<file path="config.mk">
export PLATFORM = sky130hd
export DESIGN_NAME = uart_frame_parser_flat
export DESIGN_NICKNAME = d
export VERILOG_FILES = /design/src/rtl/uart_frame_parser_if.sv /design/src/rtl/uart_frame_parser.sv /design/src/flat_wrapper.sv
export SDC_FILE = /design/constraint.sdc
export NUM_CORES = 1
export LEC_CHECK = 0
export ABC_AREA = 1
export CAP_MARGIN = 20
export CELL_PAD_IN_SITES_DETAIL_PLACEMENT = 0
export CELL_PAD_IN_SITES_GLOBAL_PLACEMENT = 1
export CORE_MARGIN = 2
export CORE_UTILIZATION = 44
export CTS_CLUSTER_DIAMETER = 50
export DETAILED_ROUTE_END_ITERATION = 8
export GPL_ROUTABILITY_DRIVEN = 0
export PLACE_DENSITY = 0.88
export SLEW_MARGIN = 30
export SYNTH_ARGS = -nofsm -noshare
export SYNTH_HDL_FRONTEND = slang
export SYNTH_SLANG_ARGS = --single-unit
</file>
<file path="constraint.sdc">
create_clock -name clk -period 2.3 [get_ports clk]
set_clock_uncertainty 0.2 [all_clocks]
set_input_delay 0.46 -clock clk [delete_from_list [all_inputs] [get_ports clk]]
set_output_delay 0.46 -clock clk [all_outputs]
set_load 0.005 [all_outputs]
</file>
<file path="src/rtl/uart_frame_parser_if.sv">
// Byte-stream in / payload and status out bundle for uart_frame_parser.
// slave: parser side (rx byte in, payload/status out); master: source/sink side.
interface uart_frame_parser_if;
  logic       uart_rx_done;
  logic [7:0] uart_rx_data;
  logic       payload_valid;
  logic [7:0] payload_data;
  logic       payload_last;
  logic       frame_done;
  logic       frame_err;
  logic [1:0] err_code;

  modport master (
    output uart_rx_done,
    output uart_rx_data,
    input  payload_valid,
    input  payload_data,
    input  payload_last,
    input  frame_done,
    input  frame_err,
    input  err_code
  );

  modport slave (
    input  uart_rx_done,
    input  uart_rx_data,
    output payload_valid,
    output payload_data,
    output payload_last,
    output frame_done,
    output frame_err,
    output err_code
  );
endinterface

</file>
<file path="src/rtl/uart_frame_parser.sv">
// Extracts HEADER/LEN/payload/XOR-checksum frames from a UART byte stream.
// Ports: clk, rst_n (async low), bus (slave): rx byte in, payload + status out.
module uart_frame_parser #(
  parameter int          CLK_FREQ      = 50000000,
  parameter int          UART_BPS      = 115200,
  parameter logic [7:0]  HEADER        = 8'h55,
  parameter int          MAX_LEN       = 16,
  parameter int          TIMEOUT_BYTES = 4
) (
  input  logic          clk,
  input  logic          rst_n,
  uart_frame_parser_if.slave bus
);

  localparam int TIMEOUT_CYC =
    (CLK_FREQ / UART_BPS) * 10 * TIMEOUT_BYTES;
  // Error is registered on the edge where the counter
  // would step onto TIMEOUT_CYC-1.
  localparam logic [23:0] TMO_HIT = 24'(TIMEOUT_CYC - 2);
  localparam logic [7:0]  MAX_B   = 8'(MAX_LEN);

  typedef enum logic [1:0] {
    IDLE,
    LEN,
    PAYLOAD,
    CHKSUM
  } state_t;

  state_t      r_state;
  logic [7:0]  r_len;
  logic [7:0]  r_cnt;
  logic [7:0]  r_chk;
  logic [23:0] r_tmo;
  logic        r_pv;
  logic [7:0]  r_pd;
  logic        r_pl;
  logic        r_fd;
  logic        r_fe;
  logic [1:0]  r_ec;

  logic       w_rx;
  logic [7:0] w_data;
  logic       w_tmo;

  assign w_rx   = bus.uart_rx_done;
  assign w_data = bus.uart_rx_data;
  assign w_tmo  = (r_state != IDLE) && (r_tmo == TMO_HIT);

  always_ff @(posedge clk or negedge rst_n) begin
    if (!rst_n) begin
      r_state <= IDLE;
      r_len   <= '0;
      r_cnt   <= '0;
      r_chk   <= '0;
      r_tmo   <= '0;
      r_pv    <= 1'b0;
      r_pd    <= '0;
      r_pl    <= 1'b0;
      r_fd    <= 1'b0;
      r_fe    <= 1'b0;
      r_ec    <= '0;
    end else begin
      r_pv <= 1'b0;
      r_pl <= 1'b0;
      r_fd <= 1'b0;
      r_fe <= 1'b0;

      if (w_rx || r_state == IDLE)
        r_tmo <= '0;
      else
        r_tmo <= r_tmo + 24'd1;

      // A byte arriving on the expiry cycle wins.
      if (!w_rx && w_tmo) begin
        r_fe    <= 1'b1;
        r_ec    <= 2'd3;
        r_tmo   <= '0;
        r_state <= IDLE;
      end else if (w_rx) begin
        unique case (r_state)
          IDLE: begin
            if (w_data == HEADER)
              r_state <= LEN;
          end
          LEN: begin
            if (w_data == 8'd0 || w_data > MAX_B) begin
              r_fe    <= 1'b1;
              r_ec    <= 2'd1;
              r_state <= IDLE;
            end else begin
              r_len   <= w_data;
              r_chk   <= w_data;
              r_cnt   <= '0;
              r_state <= PAYLOAD;
            end
          end
          PAYLOAD: begin
            r_pv  <= 1'b1;
            r_pd  <= w_data;
            r_chk <= r_chk ^ w_data;
            r_cnt <= r_cnt + 8'd1;
            if (r_cnt == r_len - 8'd1) begin
              r_pl    <= 1'b1;
              r_state <= CHKSUM;
            end
          end
          CHKSUM: begin
            if (w_data == r_chk) begin
              r_fd <= 1'b1;
            end else begin
              r_fe <= 1'b1;
              r_ec <= 2'd2;
            end
            r_state <= IDLE;
          end
          default: r_state <= IDLE;
        endcase
      end
    end
  end

  assign bus.payload_valid = r_pv;
  assign bus.payload_data  = r_pd;
  assign bus.payload_last  = r_pl;
  assign bus.frame_done    = r_fd;
  assign bus.frame_err     = r_fe;
  assign bus.err_code      = r_ec;

endmodule

</file>
<file path="src/flat_wrapper.sv">
// flat-port wrapper written by rule: the top's interface ports become plain ports
module uart_frame_parser_flat 
#(
  parameter int          CLK_FREQ      = 50000000,
  parameter int          UART_BPS      = 115200,
  parameter logic [7:0]  HEADER        = 8'h55,
  parameter int          MAX_LEN       = 16,
  parameter int          TIMEOUT_BYTES = 4
)
  (clk, rst_n, bus_uart_rx_done, bus_uart_rx_data, bus_payload_valid, bus_payload_data, bus_payload_last, bus_frame_done, bus_frame_err, bus_err_code);
  uart_frame_parser_if bus_i ();
  input  logic clk;
  input  logic rst_n;
  input wire logic [$bits(bus_i.uart_rx_done)-1:0] bus_uart_rx_done;
  input wire logic [$bits(bus_i.uart_rx_data)-1:0] bus_uart_rx_data;
  output wire logic [$bits(bus_i.payload_valid)-1:0] bus_payload_valid;
  output wire logic [$bits(bus_i.payload_data)-1:0] bus_payload_data;
  output wire logic [$bits(bus_i.payload_last)-1:0] bus_payload_last;
  output wire logic [$bits(bus_i.frame_done)-1:0] bus_frame_done;
  output wire logic [$bits(bus_i.frame_err)-1:0] bus_frame_err;
  output wire logic [$bits(bus_i.err_code)-1:0] bus_err_code;
  assign bus_i.uart_rx_done = bus_uart_rx_done;
  assign bus_i.uart_rx_data = bus_uart_rx_data;
  assign bus_payload_valid = bus_i.payload_valid;
  assign bus_payload_data = bus_i.payload_data;
  assign bus_payload_last = bus_i.payload_last;
  assign bus_frame_done = bus_i.frame_done;
  assign bus_frame_err = bus_i.frame_err;
  assign bus_err_code = bus_i.err_code;
  uart_frame_parser #(.CLK_FREQ(CLK_FREQ), .UART_BPS(UART_BPS), .HEADER(HEADER), .MAX_LEN(MAX_LEN), .TIMEOUT_BYTES(TIMEOUT_BYTES)) u_core (.clk(clk), .rst_n(rst_n), .bus(bus_i));
endmodule
</file>
==> results.py, run 1 <==
metrics = {
    "synthesis": {
        "avgSynthCellArea_um2": 8.06,
        "synthTopCellsByArea": "dfrtp_1 (45%), nand2_1 (11%), xor2_1 (7.9%)",
        "synth_top_area_share_pct": 44.9,
        "synthDistinctLibCells": 31,
        "syn_inst": 442,
        "synth-seq-cells": 64,
        "ys_seq_area_share_pct": 44.9,
        "synth_warnings": 0,
        "syn-cell-area_um2": 3560,
        "yosys.area.top_type": "dfrtp_1",
        "syn_nets": 457,
    },
    "routing": {
        "detail-route-antenna-nets": 0,
        "dr_wl_met3_um": 131,
        "routed.top_layer": "met4",
        "drt-total-wl_um": 7280,
        "m1WireLength_um": 3850,
        "wl_met2_um": 3210,
        "vias": 2872,
        "post-route-drc-count": 0,
        "routedWlPerCell_um": 12.2,
        "routed_via_density": 4.83,
        "dr.pass1.iters": 4,
        "drt_iter0_drc": 157,
    },
    "sta": {
        "fin_crit_ns": 2.08,
        "tightest_slew_ns": 0.398,
        "hold_slack_ns": 0.260,
        "setup_tns_ns": 0,
        "slew_violations": 0,
        "setup_viol": 0,
        "period_share_pct": 90.5,
        "rsz0062_at_grt": "false",
        "hold_violations": 0,
        "max-slew-margin-rel_pct": 73.2,
        "fmax_mhz": 480,
    },
    "floorplan": {
        "std_cell_rows": 32,
        "die_y_um": 94.0,
        "initial_core_util_pct": 45.7,
        "coreArea_um2": 7810,
        "die-area_um2": 8840,
        "ioPinCount": 25,
        "die_x_um": 94.0,
    },
    "layout": {
        "drive_gt1_share_pct": 15.6,
        "fill_cells": 742,
        "n_antenna_cell": 0,
        "syn2layout_area_growth_pct": 18.6,
        "nets": 503,
        "final_common_cell": "nand2_1",
        "layout.cells.most_common_list": "nand2_1 (107), dfrtp_1 (64), nor2_1 (51)",
    },
    "global_route": {
        "grt_max_degree": 65,
        "grt_overflow": 0,
        "grt_pass1_vias": 2832,
        "antenna_found_initial": 0,
        "grt_first_pass_wirelength_um": 13000,
        "grt_usage_pct": 18.7,
    },
    "clocking": {
        "cts_tree": "yes",
        "clock_sinks": 64,
        "clkTransAtPathRegs_ns": 0.08,
        "numCtsBuffers": 9,
        "clk_latency_ns": 0.34,
        "cts_resized": 0,
        "clk_path_buf_depth": 2,
        "htreeDepth": 3,
        "clockRootBuffer": "clkbuf_8",
    },
    "critical_path": {
        "crit_fanout": 4,
        "required_ns": 2.33,
        "crit_top_cell": "nand2_1",
        "slowest_stage": "dfrtp_1",
        "crit_chain": "inv_1 > ha_1 > inv_1 > nand2_1 > nand2_1 > nor2_1 > nand2_1 > nor2_1 > nand2_1 > nor2_1 > nand2_1 > nand2_2 > nand3_2 > nand2_1 > nand2_1",
        "worstPathArrival_ns": 2.11,
        "cp-start-kind": "flip-flop",
        "crit_path_max_incr_delay_ns": 0.40,
        "worst-setup-path-type": "flip-flop to flip-flop",
        "cp-end-kind": "flip-flop",
    },
    "hold_path": {
        "hold_path_class": "flip-flop to flip-flop",
    },
    "flow_run": {
        "cap_violations": 0,
    },
    "place": {
        "io_buffer_count": 24,
        "hpwl_um": 5500,
    },
    "power_and_ir_drop": {
        "p_int_w": 0.00254,
        "max-vdd-ir-drop_mv": 0.609,
        "switching_share_pct": 36.9,
        "power_leakage_nw": 1.95,
        "p_sw_w": 0.00149,
        "p_seq_share_pct": 40.5,
        "clkPwrFrac_pct": 23.3,
        "power_density_nw_per_um2": 954,
        "p_comb_share_pct": 36.2,
    },
    "run_status": {
        "status": "completed",
    },
}
Yosys cell counts (all sizes together):
cell type  number
clkbuf          1
inv            57
nand2         123
xor2           32
o2bb2ai         1
o21ai          20
o22ai           1
dfrtp          64
nand3          27
nor2           60
a21oi           6
a31oi           2
nor3           15
nand4          11
nor4            5
ha              4
nand3b          2
xnor2           6
buf             5
timing repair:
item / CTS / global route
endpoints found under the hold margin: 64 / 0
setup buffers: 0 / 1
setup endpoints to repair: 0 / 2
hold buffers: 1 / 0
registers in the layout, summed over array words and instances, names as in the netlist:
name                      cells
u_core.r_cnt                  8
u_core.r_len                  8
u_core.bus.payload_valid      1
u_core.r_state                2
u_core.bus.frame_err          1
u_core.bus.payload_last       1
u_core.r_tmo                 24
u_core.r_chk                  8
u_core.bus.payload_data       8
u_core.bus.err_code           2
u_core.bus.frame_done         1
power by group through the flow:
stage	clock [W]	sequential [W]	combinational, W
6_report	0.000941	0.00163	0.00146
5_1_grt	0.00102	0.00167	0.00170
4_1_cts	0.000965	0.00163	0.00147
3_5_place_dp	0	0.00164	0.00146
3_3_place_gp	0	0.00164	0.00143
2_1_floorplan	0	0.00160	0.00100
path summary, 6_finish.rpt:
kind	start	endpoint	slack [ns]	cells past startpoint
worst max register to register	u_core.r_len[0]	u_core.r_state[1]	0.22	15
max in group asynchronous	rst_n	u_core.r_tmo[22]	1.16	3
worst min register to register	u_core.r_tmo[0]	u_core.r_tmo[0]	0.26	1
min in group asynchronous	rst_n	u_core.bus.payload_data[0]	0.45	3
worst min-delay path	u_core.r_tmo[0]	u_core.r_tmo[0]	0.26	1
worst max-delay path	u_core.r_len[0]	u_core.r_state[1]	0.22	15
area by class of cell:
cell class              count  area [µm²]  share of cell area, %
clock buffers               9         124                   2.93
clock inverters             7        72.6                   1.72
inverters                  57         214                   5.06
multi-input cells         315        1710                   40.4
flip-flops and latches     64        1600                   37.9
well taps                 102         128                   3.02
repair buffers             41         378                   8.94
cells by family (layout without fill, tap and decap cells):
| kind of cell | after synthesis | count (layout) | share of synthesized area (%) |
|---|---|---|---|
| AOI/OAI and AO/OA | 30 | 30 | 4.42 |
| and+or+nand+nor | 243 | 243 | 32.8 |
| xor gates and xnor gates | 38 | 38 | 9.34 |
| buffers and inverters | 63 | 114 | 7.13 |
| DFF | 64 | 64 | 44.9 |
| adders and majority gates | 4 | 4 | 1.40 |
metrics by stage:
stage	power (W)	cell area (µm²)	std cells	setup WS, ns	util [%]
2_1_floorplan	0.00261	3560	442	0.484	-
3_3_place_gp	0.00308	4010	577	0.0167	51.4
3_5_place_dp	0.00310	4010	577	0.0156	51.4
4_1_cts	0.00406	4220	594	0.198	54.0
5_1_grt	0.00439	4230	595	0.0112	54.1
6_report	0.00403	4230	595	0.218	54.1
critical path, delay by kind of cell, from the launching register on:
family	cells	cell delay, ns
and+or+nand+nor	12	0.92
DFF	1	0.40
adders and majority gates	1	0.31
buffers and inverters	2	0.14
routing by layer:
metal  GRT usage (%)  vias up
li1                -     1488
met4            7.25        0
met5               0        -
met2            28.0       28
met1            27.6     1348
met3            2.41        8
Power figures use the tool's default switching activity.
==> run 2: changes to the inputs <==
- ABC_CLOCK_PERIOD_IN_PS: unset -> 2200
- clock period: 2.3 -> 2.2 ns (I/O delays scaled with it)
==> results.py, run 2 (same netlist as run 1, synthesis figures left out) <==
metrics = {
    "routing": {
        "drt-total-wl_um": 7870,
        "dr.pass1.iters": 5,
        "detail-route-antenna-nets": 0,
        "vias": 2949,
        "routedWlPerCell_um": 13.1,
        "drt_iter0_drc": 184,
        "routed_via_density": 4.89,
        "post-route-drc-count": 0,
    },
    "global_route": {
        "grt_max_degree": 24,
        "grt_first_pass_wirelength_um": 13700,
        "antenna_found_initial": 0,
        "grt_pass1_vias": 3021,
        "grt_overflow": 0,
        "grt_usage_pct": 19.8,
    },
    "hold_path": {
        "hold_path_class": "flip-flop to flip-flop",
        "min_to": "u_core.r_tmo[0]",
        "min-delay-start": "u_core.r_tmo[0]",
        "hold-path-cell-count": 1,
    },
    "critical_path": {
        "crit_family": "simple AND/OR/NAND/NOR gates",
        "crit_chain": "inv_1 > ha_2 > nand2_1 > nand2_1 > nor2_1 > nand2_1 > nor2_1 > nand2_1 > nor2_1 > nand2_1 > nand2_2 > nand3_2 > nand2_1 > nand2_1",
        "cp-end-kind": "flip-flop",
        "reg2regPathDepth": 14,
        "crit_top_cell": "nand2_1",
        "rr_endpoint": "u_core.r_state[1]",
        "r2r-start": "u_core.r_len[0]",
        "slowest_stage": "dfrtp_1",
        "required_ns": 2.23,
        "crit_fanout": 4,
        "crit_buf_inv": 1,
        "cp-start-kind": "flip-flop",
        "crit_path_max_incr_delay_ns": 0.38,
        "r2r_slack_ns": 0.14,
        "worst-setup-path-type": "flip-flop to flip-flop",
        "worstPathArrival_ns": 2.10,
    },
    "power_and_ir_drop": {
        "max-vdd-ir-drop_mv": 0.747,
        "power_density_nw_per_um2": 1020,
        "power_leakage_nw": 2.02,
        "power.total_w": 0.00446,
    },
    "sta": {
        "hold_slack_ns": 0.280,
        "rsz0062_at_grt": "false",
        "fmax_mhz": 485,
        "period_share_pct": 93.8,
        "worst_slack_ns": 0.137,
        "fin_crit_ns": 2.06,
        "hold_violations": 0,
        "tightest_slew_ns": 0.560,
        "slew_violations": 0,
        "max-slew-margin-rel_pct": 62.7,
        "setup_viol": 0,
    },
    "layout": {
        "layout.cells.most_common_list": "nand2_1 (107), dfrtp_1 (64), nor2_1 (50)",
        "largest_register": "u_core.r_tmo",
        "n_antenna_cell": 0,
        "syn2layout_area_growth_pct": 22.1,
        "final_common_cell": "nand2_1",
        "nets": 511,
        "layout.cells.non_filler": 603,
        "largest_register_ffs": 24,
        "drive_gt1_share_pct": 17.4,
    },
    "clocking": {
        "htreeDepth": 3,
        "clk_path_buf_depth": 2,
        "clockRootBuffer": "clkbuf_8",
        "clk_latency_ns": 0.34,
        "clock_sinks": 64,
        "cts_tree": "yes",
        "numCtsBuffers": 9,
        "clkTransAtPathRegs_ns": 0.07,
    },
    "floorplan": {
        "initial_core_util_pct": 45.7,
        "die-area_um2": 8840,
        "ioPinCount": 25,
        "coreArea_um2": 7810,
        "die_x_um": 94.0,
        "die_y_um": 94.0,
        "std_cell_rows": 32,
    },
    "place": {
        "hpwl_um": 6010,
        "io_buffer_count": 24,
        "place_inst": 584,
        "place_ws_ns": -0.0615,
    },
    "flow_run": {
        "cap_violations": 0,
    },
    "run_status": {
        "status": "completed",
    },
}
## run 2: per-stage QoR
stage	TNS, ns	util [%]	instance area (µm²)
2_1_floorplan	0	-	3560
6_report	0	55.8	4350
3_5_place_dp	-0.435	52.5	4100
5_1_grt	0	55.8	4350
3_3_place_gp	-0.00347	52.5	4100
4_1_cts	0	55.5	4330
## run 2: power by group
part           switching [W]  internal (W)  total, W
Sequential          0.000256       0.00146   0.00171
Clock               0.000462      0.000662   0.00112
Combinational       0.000889      0.000731   0.00162
## run 2: layout make-up
cell class | instances | area [µm²]
fillers | 739 | 3450
flip-flops and latches | 64 | 1600
well taps | 102 | 128
clock buffers | 10 | 138
clock inverters | 6 | 82.6
inverters | 57 | 214
multi-input cells | 315 | 1710
repair buffers | 49 | 475
## run 2: timing repair
item | CTS | global route
hold buffers | 1 | 0
buffers inserted | 0 | 2
setup endpoints to repair | 0 | 2
endpoints found under the hold margin | 21 | 0
resized for setup | 0 | 2
## run 2: worst max path at each step
stage,from,end,slack [ns],cells after the start
2_1_floorplan,u_core.r_len[0],u_core.r_state[0],0.38,13
4_1_cts,u_core.r_len[0],u_core.r_state[1],0.14,13
6_report,u_core.r_len[0],u_core.r_state[1],0.14,14
3_5_place_dp,bus_uart_rx_data[1],u_core.r_chk[3],-0.06,10
3_3_place_gp,bus_uart_rx_data[4],u_core.r_chk[3],-0.002,9
5_1_grt,u_core.r_len[0],u_core.r_state[1],0.003,15
## run 2: routing by layer
metal | routed length [µm] | global-route usage [%]
met5 | 0 | 0
met4 | 151 | 8.45
met3 | 211 | 2.57
met2 | 3630 | 31.4
met1 | 3880 | 27.4
